[config.mk]
export PLATFORM = sky130hd
export DESIGN_NAME = signed_sar_search
export DESIGN_NICKNAME = d
export VERILOG_FILES = /design/src/rtl/signed_sar_search.sv
export SDC_FILE = /design/constraint.sdc
export NUM_CORES = 1
export LEC_CHECK = 0
export CORE_MARGIN = 10
export CORE_UTILIZATION = 49
export DETAILED_ROUTE_END_ITERATION = 6
export PLACE_DENSITY = 0.75
export SETUP_SLACK_MARGIN = 0.4
export SKIP_LAST_GASP = 1
export SLEW_MARGIN = 20
export SYNTH_ARGS = -nofsm -noshare
export SYNTH_HDL_FRONTEND = slang
export SYNTH_SLANG_ARGS = --single-unit
[constraint.sdc]
create_clock -name clk -period 1.7 [get_ports clk]
set_input_delay 0.34 -clock clk [delete_from_list [all_inputs] [get_ports clk]]
set_output_delay 0.34 -clock clk [all_outputs]
set_load 0.03 [all_outputs]
[src/rtl/signed_sar_search.sv]
// signed_sar_search
//
// Binary-search initiator for a signed comparator responder. It finds a hidden signed
// two's-complement value by presenting guesses on o_guess and narrowing its [lo, hi] window
// from the responder's greater/equal/less verdict. It reports the found value, the number
// of responses consumed, or an error if the responder is inconsistent or answers illegally.
//
// Ports
//   clk            : single clock, rising edge
//   rst_n          : asynchronous active-low reset
//   i_start        : request a new search (sampled only while idle)
//   o_guess        : current probe value B, signed
//   o_guess_valid  : o_guess is presented and awaiting a response
//   i_resp_valid   : responder verdict valid this cycle (ignored unless o_guess_valid)
//   i_a_greater_b  : target > guess
//   i_a_equal_b    : target == guess
//   i_a_less_b     : target < guess
//   o_busy         : search in progress
//   o_done         : one-cycle completion pulse
//   o_result       : found value, held until the next start
//   o_err          : bad response or inconsistent responder, held until the next start
//   o_probes       : responses consumed in the last or current search
//
// All outputs are registered; nothing flows combinationally from inputs to outputs.

module signed_sar_search #(
  parameter int unsigned Bits = 4,
  localparam int unsigned ProbeW = $clog2(Bits + 2)
) (
  input  logic              clk,
  input  logic              rst_n,
  input  logic              i_start,
  output logic [Bits-1:0]   o_guess,
  output logic              o_guess_valid,
  input  logic              i_resp_valid,
  input  logic              i_a_greater_b,
  input  logic              i_a_equal_b,
  input  logic              i_a_less_b,
  output logic              o_busy,
  output logic              o_done,
  output logic [Bits-1:0]   o_result,
  output logic              o_err,
  output logic [ProbeW-1:0] o_probes
);

  // Bounds are one bit wider than the operand so hi+1 / lo-1 at the range edges stay exact.
  localparam logic signed [Bits:0] LoInit = {2'b11, {(Bits - 1){1'b0}}};
  localparam logic signed [Bits:0] HiInit = {2'b00, {(Bits - 1){1'b1}}};
  localparam logic signed [Bits:0] One    = {{Bits{1'b0}}, 1'b1};
  localparam logic [ProbeW-1:0]    ProbeOne = {{(ProbeW - 1){1'b0}}, 1'b1};

  typedef enum logic [1:0] {
    StIdle,
    StCalc,
    StProbe,
    StFin
  } state_e;

  // Verdict encodings as {greater, equal, less}
  localparam logic [2:0] VerdGt = 3'b100;
  localparam logic [2:0] VerdEq = 3'b010;
  localparam logic [2:0] VerdLt = 3'b001;

  state_e r_state;
  state_e w_state_next;

  logic signed [Bits:0] r_lo;
  logic signed [Bits:0] r_hi;
  logic [Bits-1:0]      r_guess;
  logic [Bits-1:0]      r_result;
  logic                 r_err;
  logic [ProbeW-1:0]    r_probes;
  logic                 r_busy;
  logic                 r_guess_valid;
  logic                 r_done;

  logic signed [Bits:0] w_lo_d;
  logic signed [Bits:0] w_hi_d;
  logic [Bits-1:0]      w_guess_d;
  logic [Bits-1:0]      w_result_d;
  logic                 w_err_d;
  logic [ProbeW-1:0]    w_probes_d;
  logic                 w_busy_d;
  logic                 w_guess_valid_d;
  logic                 w_done_d;

  logic signed [Bits:0] w_sum;
  logic [Bits-1:0]      w_mid;
  logic                 w_unused_sum_lsb;
  logic signed [Bits:0] w_guess_ext;
  logic                 w_lo_gt_hi;
  logic [2:0]           w_verdict;
  logic                 w_verdict_step;

  // mid = (lo + hi) >>> 1 truncated to Bits. Bits [Bits:1] of the (Bits+1)-wide sum are that
  // value even when the sum wraps, because wrap-around only disturbs bits above Bits.
  assign w_sum            = r_lo + r_hi;
  assign w_mid            = w_sum[Bits:1];
  assign w_unused_sum_lsb = w_sum[0];

  assign w_guess_ext    = $signed({r_guess[Bits-1], r_guess});
  assign w_lo_gt_hi     = r_lo > r_hi;
  assign w_verdict      = {i_a_greater_b, i_a_equal_b, i_a_less_b};
  assign w_verdict_step = (w_verdict == VerdGt) || (w_verdict == VerdLt);

  // State register
  always_ff @(posedge clk or negedge rst_n) begin
    if (!rst_n) begin
      r_state <= StIdle;
    end else begin
      r_state <= w_state_next;
    end
  end

  // Next-state logic
  always_comb begin
    w_state_next = r_state;
    unique case (r_state)
      StIdle: begin
        if (i_start) begin
          w_state_next = StCalc;
        end
      end
      StCalc: begin
        // An inconsistent responder eventually empties the window.
        w_state_next = w_lo_gt_hi ? StFin : StProbe;
      end
      StProbe: begin
        if (i_resp_valid) begin
          w_state_next = w_verdict_step ? StCalc : StFin;
        end
      end
      StFin: begin
        w_state_next = StIdle;
      end
      default: begin
        w_state_next = StIdle;
      end
    endcase
  end

  // Output and datapath next-state logic
  always_comb begin
    w_lo_d     = r_lo;
    w_hi_d     = r_hi;
    w_guess_d  = r_guess;
    w_result_d = r_result;
    w_err_d    = r_err;
    w_probes_d = r_probes;

    unique case (r_state)
      StIdle: begin
        if (i_start) begin
          w_lo_d     = LoInit;
          w_hi_d     = HiInit;
          w_probes_d = '0;
          w_err_d    = 1'b0;
          w_result_d = '0;
        end
      end
      StCalc: begin
        if (w_lo_gt_hi) begin
          w_err_d = 1'b1;
        end else begin
          w_guess_d = w_mid;
        end
      end
      StProbe: begin
        if (i_resp_valid) begin
          w_probes_d = r_probes + ProbeOne;
          case (w_verdict)
            VerdEq: w_result_d = r_guess;
            VerdGt: w_lo_d     = w_guess_ext + One;
            VerdLt: w_hi_d     = w_guess_ext - One;
            default: begin
              w_err_d    = 1'b1;
              w_result_d = '0;
            end
          endcase
        end
      end
      StFin: begin
      end
      default: begin
      end
    endcase

    // Status flags are registered copies of the upcoming state so they align with it.
    w_busy_d        = (w_state_next != StIdle);
    w_guess_valid_d = (w_state_next == StProbe);
    w_done_d        = (w_state_next == StFin);
  end

  // Datapath and output registers
  always_ff @(posedge clk or negedge rst_n) begin
    if (!rst_n) begin
      r_lo          <= '0;
      r_hi          <= '0;
      r_guess       <= '0;
      r_result      <= '0;
      r_err         <= 1'b0;
      r_probes      <= '0;
      r_busy        <= 1'b0;
      r_guess_valid <= 1'b0;
      r_done        <= 1'b0;
    end else begin
      r_lo          <= w_lo_d;
      r_hi          <= w_hi_d;
      r_guess       <= w_guess_d;
      r_result      <= w_result_d;
      r_err         <= w_err_d;
      r_probes      <= w_probes_d;
      r_busy        <= w_busy_d;
      r_guess_valid <= w_guess_valid_d;
      r_done        <= w_done_d;
    end
  end

  assign o_guess       = r_guess;
  assign o_guess_valid = r_guess_valid;
  assign o_busy        = r_busy;
  assign o_done        = r_done;
  assign o_result      = r_result;
  assign o_err         = r_err;
  assign o_probes      = r_probes;

endmodule
Yosys cells after proc, flatten, opt, wreduce, memory -nomap -nowiden

Index checks and enable logic that the tools add are counted.

Output and inout bits: 15
Register bits after elaboration: 27
Logic and storage cells: 69
Input bits: 7

Mux-type cells: 25
Bitwise gates (word level): 1
Reduce and logical (&&, ||, !) cells: 13
$lt $le $gt $ge: 1
Add/subtract/negate cells: 4
Eq/ne operators: 15

Operator list:

| cell                                                 | count |
|---|---|
| 2-to-1 mux 5 bit                                     | 6 |
| one-hot mux 5 bit (2 select lines)                   | 2 |
| one-hot mux 4 bit (2 select lines)                   | 2 |
| inequality test 2 bit (second input constant)        | 7 |
| AND reduction 4 bit                                  | 3 |
| equality test 2 bit (second input constant)          | 4 |
| 2-to-1 mux 4 bit                                     | 2 |
| one-hot mux 2 bit (4 select lines)                   | 1 |
| 2-to-1 mux 2 bit                                     | 3 |
| 2-to-1 mux 3 bit                                     | 2 |
| one-hot mux 3 bit (2 select lines)                   | 1 |
| adder 4 x 2 -> 5 bit (second input constant)         | 1 |
| adder 5 bit                                          | 1 |
| greater-than comparator 5 bit                        | 1 |
| 2-to-1 mux 1 bit                                     | 5 |
| AND reduction 5 bit                                  | 1 |
| subtractor 4 x 2 -> 5 bit (second input constant)    | 1 |
| nonzero test 2 bit                                   | 2 |
| adder 3 x 1 -> 3 bit (second input constant)         | 1 |
| equality test 3 x 1 -> 1 bit (second input constant) | 1 |
| equality test 3 x 2 -> 1 bit (second input constant) | 1 |
| equality test 3 bit (second input constant)          | 1 |
| one-hot mux 1 bit (3 select lines)                   | 1 |
| AND reduction 3 bit                                  | 1 |
| other kinds (8)                                      | 8 |

Depth between registers and ports, before layout

Word-level depth: 6
Gate-level depth with buffers: 8

Worst setup path after synthesis

Ideal clock, no wire load.

Kind: reg-to-reg
Start: reg r_lo[2]
End: reg r_err (netlist: o_err)
Cell stages (with the launch flop): 7
Path buffers: 0
Required time: 1575 ps
Path slack: -179 ps
Arrival time: 1754 ps
Library setup time: 125 ps
Cell sequence: dfrtp_1 > ha_1 > nand3_1 > or2_1 > a31o_4 > and3_4 > mux2_4

Longest elaborated chain between the ends: 3

Ends and longest elaborated chain:

| item                            | RTL line | RTL |
|---|---|---|
| start: declaration              | 67       | `logic signed [Bits:0] r_lo;` |
| start signal: assignment        | 207      | `r_lo <= w_lo_d;` |
| greater-than comparator 5 bit   | 102      | `assign w_lo_gt_hi = r_lo > r_hi;` |
| inequality test 2 bit (no line) | -        |  |
| AND reduction 5 bit (no line)   | -        |  |
| end signal: assignment          | 211      | `r_err <= w_err_d;` |
| end: declaration                | 71       | `logic r_err;` |

Every way passes these cells.
A chain may end at the register's enable or synchronous reset.

Worst setup path after layout

Start: reg r_lo[3]
End: reg r_err (netlist: o_err)

Same word-level chain as after synthesis.

==> summary.txt <==
Synth async-reset ratio: 100%
clock sink total: 27
WP data required: 1.94 ns
vias: 1426
sequential area share after synthesis: 42.1%
Detail Placement HPWL: 3250 um
min cycle time layout: 1.84 ns
Mapped Cells: 167
Max-slew headroom: 76.7%
GR Util All Layers: 14.9%
maximum root-to-sink buffer count: 2
clock tree from TritonCTS: yes
Post-Route Skew: 0.00950 ns
Ports: 22
pin slew with the least headroom to its limit: 0.350 ns
Placer Congestion: 0.884
H-tree levels: 1
Final ANT Viol Nets: 0
max cap viols: 0
Clock transition at path regs: 0.16 ns
Initial Utilization: 51.7%
Crit Path Category: reg2reg
final hold vios: 0
Layout area overhead: 54.7%
Via density: 5.20
antenna diode count: 0
Clock Latency Late Sink: 0.33 ns
DRT Wirelength: 4550 um
Starting DRT DRC Count: 101
first-pass GRT wire length: 7290 um
count of pins over their slew limit: 0
worst hold path class: in2async
gr ovfl total: 0
1st-pass router iterations: 4
Mapped Area: 0.00161 sq mm
PnR worst setup slack: -0.144 ns
Worst VDD drop: 1110 uV
# port buffers: 21
Tcrit/Tclk final: 108%
largest net degree at the start of global routing: 28
final setup vio count: 8
Syn Nets: 191
die extent in y: 77.2 um
root buf cell: clkbuf_4
CTS Hold Bufs: 0
failing checks: negative setup slack
total CTS buffers: 3
die area: 0.00597 sq mm
ys flop type: dfrtp_1
synthesized area per cell: 9.61 sq um
CP Max Fanout: 2
leading post-synthesis cells by cell area: dfrtp_1 42%, ha_1 12%, inv_1 4.4%, o21ai_0 4.1%, nand2_1 3.5%
Worst Path Arrival: 2.09 ns
Routed WL per cell: 16.6 um
antenna violations before repair: 0
Nets: 255
Synth Register Bits: 27
status: finished with violations
Pwr Density: 1780 mW/mm^2
unrepaired setup endpoints after global routing: yes
Pleak: 1.11 nW
Rows: 20
share of layout cells above drive strength 1: 50.0%
Post-route DRC: 0
total power draw: 0.00442 W
number of flops mapped to enable cells by yosys: 0
vias in the first global route: 1551
FMAX: 0.542 GHz
post-layout util: 80.0%
Startpoint Class: flip-flop
setup_tns: -0.614 ns
Syn. warnings: 0
Die W: 77.2 um
crit end category: flip-flop
number of library cell types mapped by synthesis: 36
post-synth top area share: 42.1%
Placeable Area: 0.00310 sq mm
leading area contributor after synthesis: dfrtp_1
critical path, cell delays in order, from the launching register on:
cell and delay, ns:
dfrtp_1 0.45, ha_4 0.31, nand3_4 0.08, or2_4 0.24, a31o_4 0.24, and3_4 0.15
mux2_4 0.28
cell usage after synthesis (2+ instances only):
| cell type | number |
|---|---|
| a21o_1 | 2 |
| a21oi_1 | 11 |
| a22o_1 | 4 |
| a31oi_1 | 5 |
| buf_2 | 2 |
| clkbuf_1 | 2 |
| dfrtp_1 | 27 |
| ha_1 | 16 |
| inv_1 | 19 |
| nand2_1 | 15 |
| nand2b_1 | 2 |
| nand3_1 | 3 |
| nand4_1 | 2 |
| nor2_1 | 6 |
| nor2b_1 | 3 |
| nor3b_1 | 3 |
| o21ai_0 | 13 |
| o21bai_1 | 2 |
| o22ai_1 | 2 |
| o31ai_1 | 3 |
| or2_2 | 3 |
| xnor2_1 | 5 |
| xor2_1 | 4 |
what timing repair did:
| item | 4_1_cts | 5_1_grt |
|---|---|---|
| setup buffers | 9 | 5 |
| resized for setup | 119 | 44 |
| pin swaps | 17 | 13 |
| endpoints found under the setup margin | 42 | 39 |
| gates cloned | 1 | 0 |
kinds of logic after synthesis:
logic type | share of synthesized area (%)
compound gates | 18.3
simple gates | 14.3
flops | 42.1
buf+inv | 5.77
fa+ha+maj | 13.7
xor+xnor | 4.91
mux | 0.935
cells in the final DEF (no fill, tap or decap), types with 4 or more instances in the layout:
cell | synthesis | routed
nor2_1 | 6 | 4
buf_4 | 0 | 42
ha_4 | 0 | 7
or2_4 | 0 | 5
inv_1 | 19 | 13
dlygate4sd2_1 | 0 | 4
xnor2_1 | 5 | 5
inv_2 | 0 | 6
nand2_1 | 15 | 10
a31oi_1 | 5 | 4
buf_6 | 0 | 10
xor2_1 | 4 | 4
ha_1 | 16 | 9
a21oi_2 | 0 | 4
dfrtp_1 | 27 | 25
a22o_1 | 4 | 4
o21ai_1 | 0 | 4
o21ai_2 | 0 | 4
a21oi_1 | 11 | 6
clkbuf_4 | 0 | 4
cell type report:
cell class,count,area (sq um)
fillers,209,619
inverters,19,71.3
well taps,44,55.1
clock inverters,1,7.51
repair buffers,63,526
clock buffers,3,22.5
multi-input cells,117,1120
flip-flops and latches,27,678
where the power goes:
part | internal, W | switching (W) | total, W
logic | 0.00151 | 0.00163 | 0.00314
clock network | 0.0000901 | 0.000200 | 0.000290
registers | 0.000841 | 0.000142 | 0.000984
total | 0.00245 | 0.00197 | 0.00442
sequential cells by signal (all words and copies together), names as in the netlist, 2 cells and up:
| signal | count |
|---|---|
| r_lo | 5 |
| o_probes | 3 |
| o_result | 4 |
| r_state | 2 |
| r_hi | 5 |
| o_guess | 4 |
final timing paths:
check / cells past startpoint / startpoint / slack [ns] / endpoint
min in group clk: 2 / o_result[0] / 0.52 / o_result[0]
worst min register to register: 2 / o_result[0] / 0.52 / o_result[0]
max in group asynchronous: 2 / rst_n / 1.07 / r_state[1]
worst max-delay path: 6 / r_lo[3] / -0.14 / o_err
worst max register to register: 6 / r_lo[3] / -0.14 / o_err
worst min-delay path: 2 / rst_n / 0.36 / o_err
per-stage QoR:
stage          worst slack (ns)  std cells  area (sq um)  hold WS (ns)
6_report                 -0.144        274          2480         0.361
5_1_grt                  -0.167        274          2480         0.383
4_1_cts                  -0.117        269          2320         0.374
3_5_place_dp             -0.232        255          2160         0.471
3_3_place_gp             -0.188        255          2160         0.470
2_1_floorplan           -0.0865        167          1710        0.0444
per-layer routing:
layer	vias up	wire length (um)	GRT usage, %
li1	700	-	-
met1	689	1820	17.0
met2	29	2550	27.7
met3	8	97	2.10
met4	0	76	4.56
met5	-	0	0
Power figures use the tool's default switching activity.
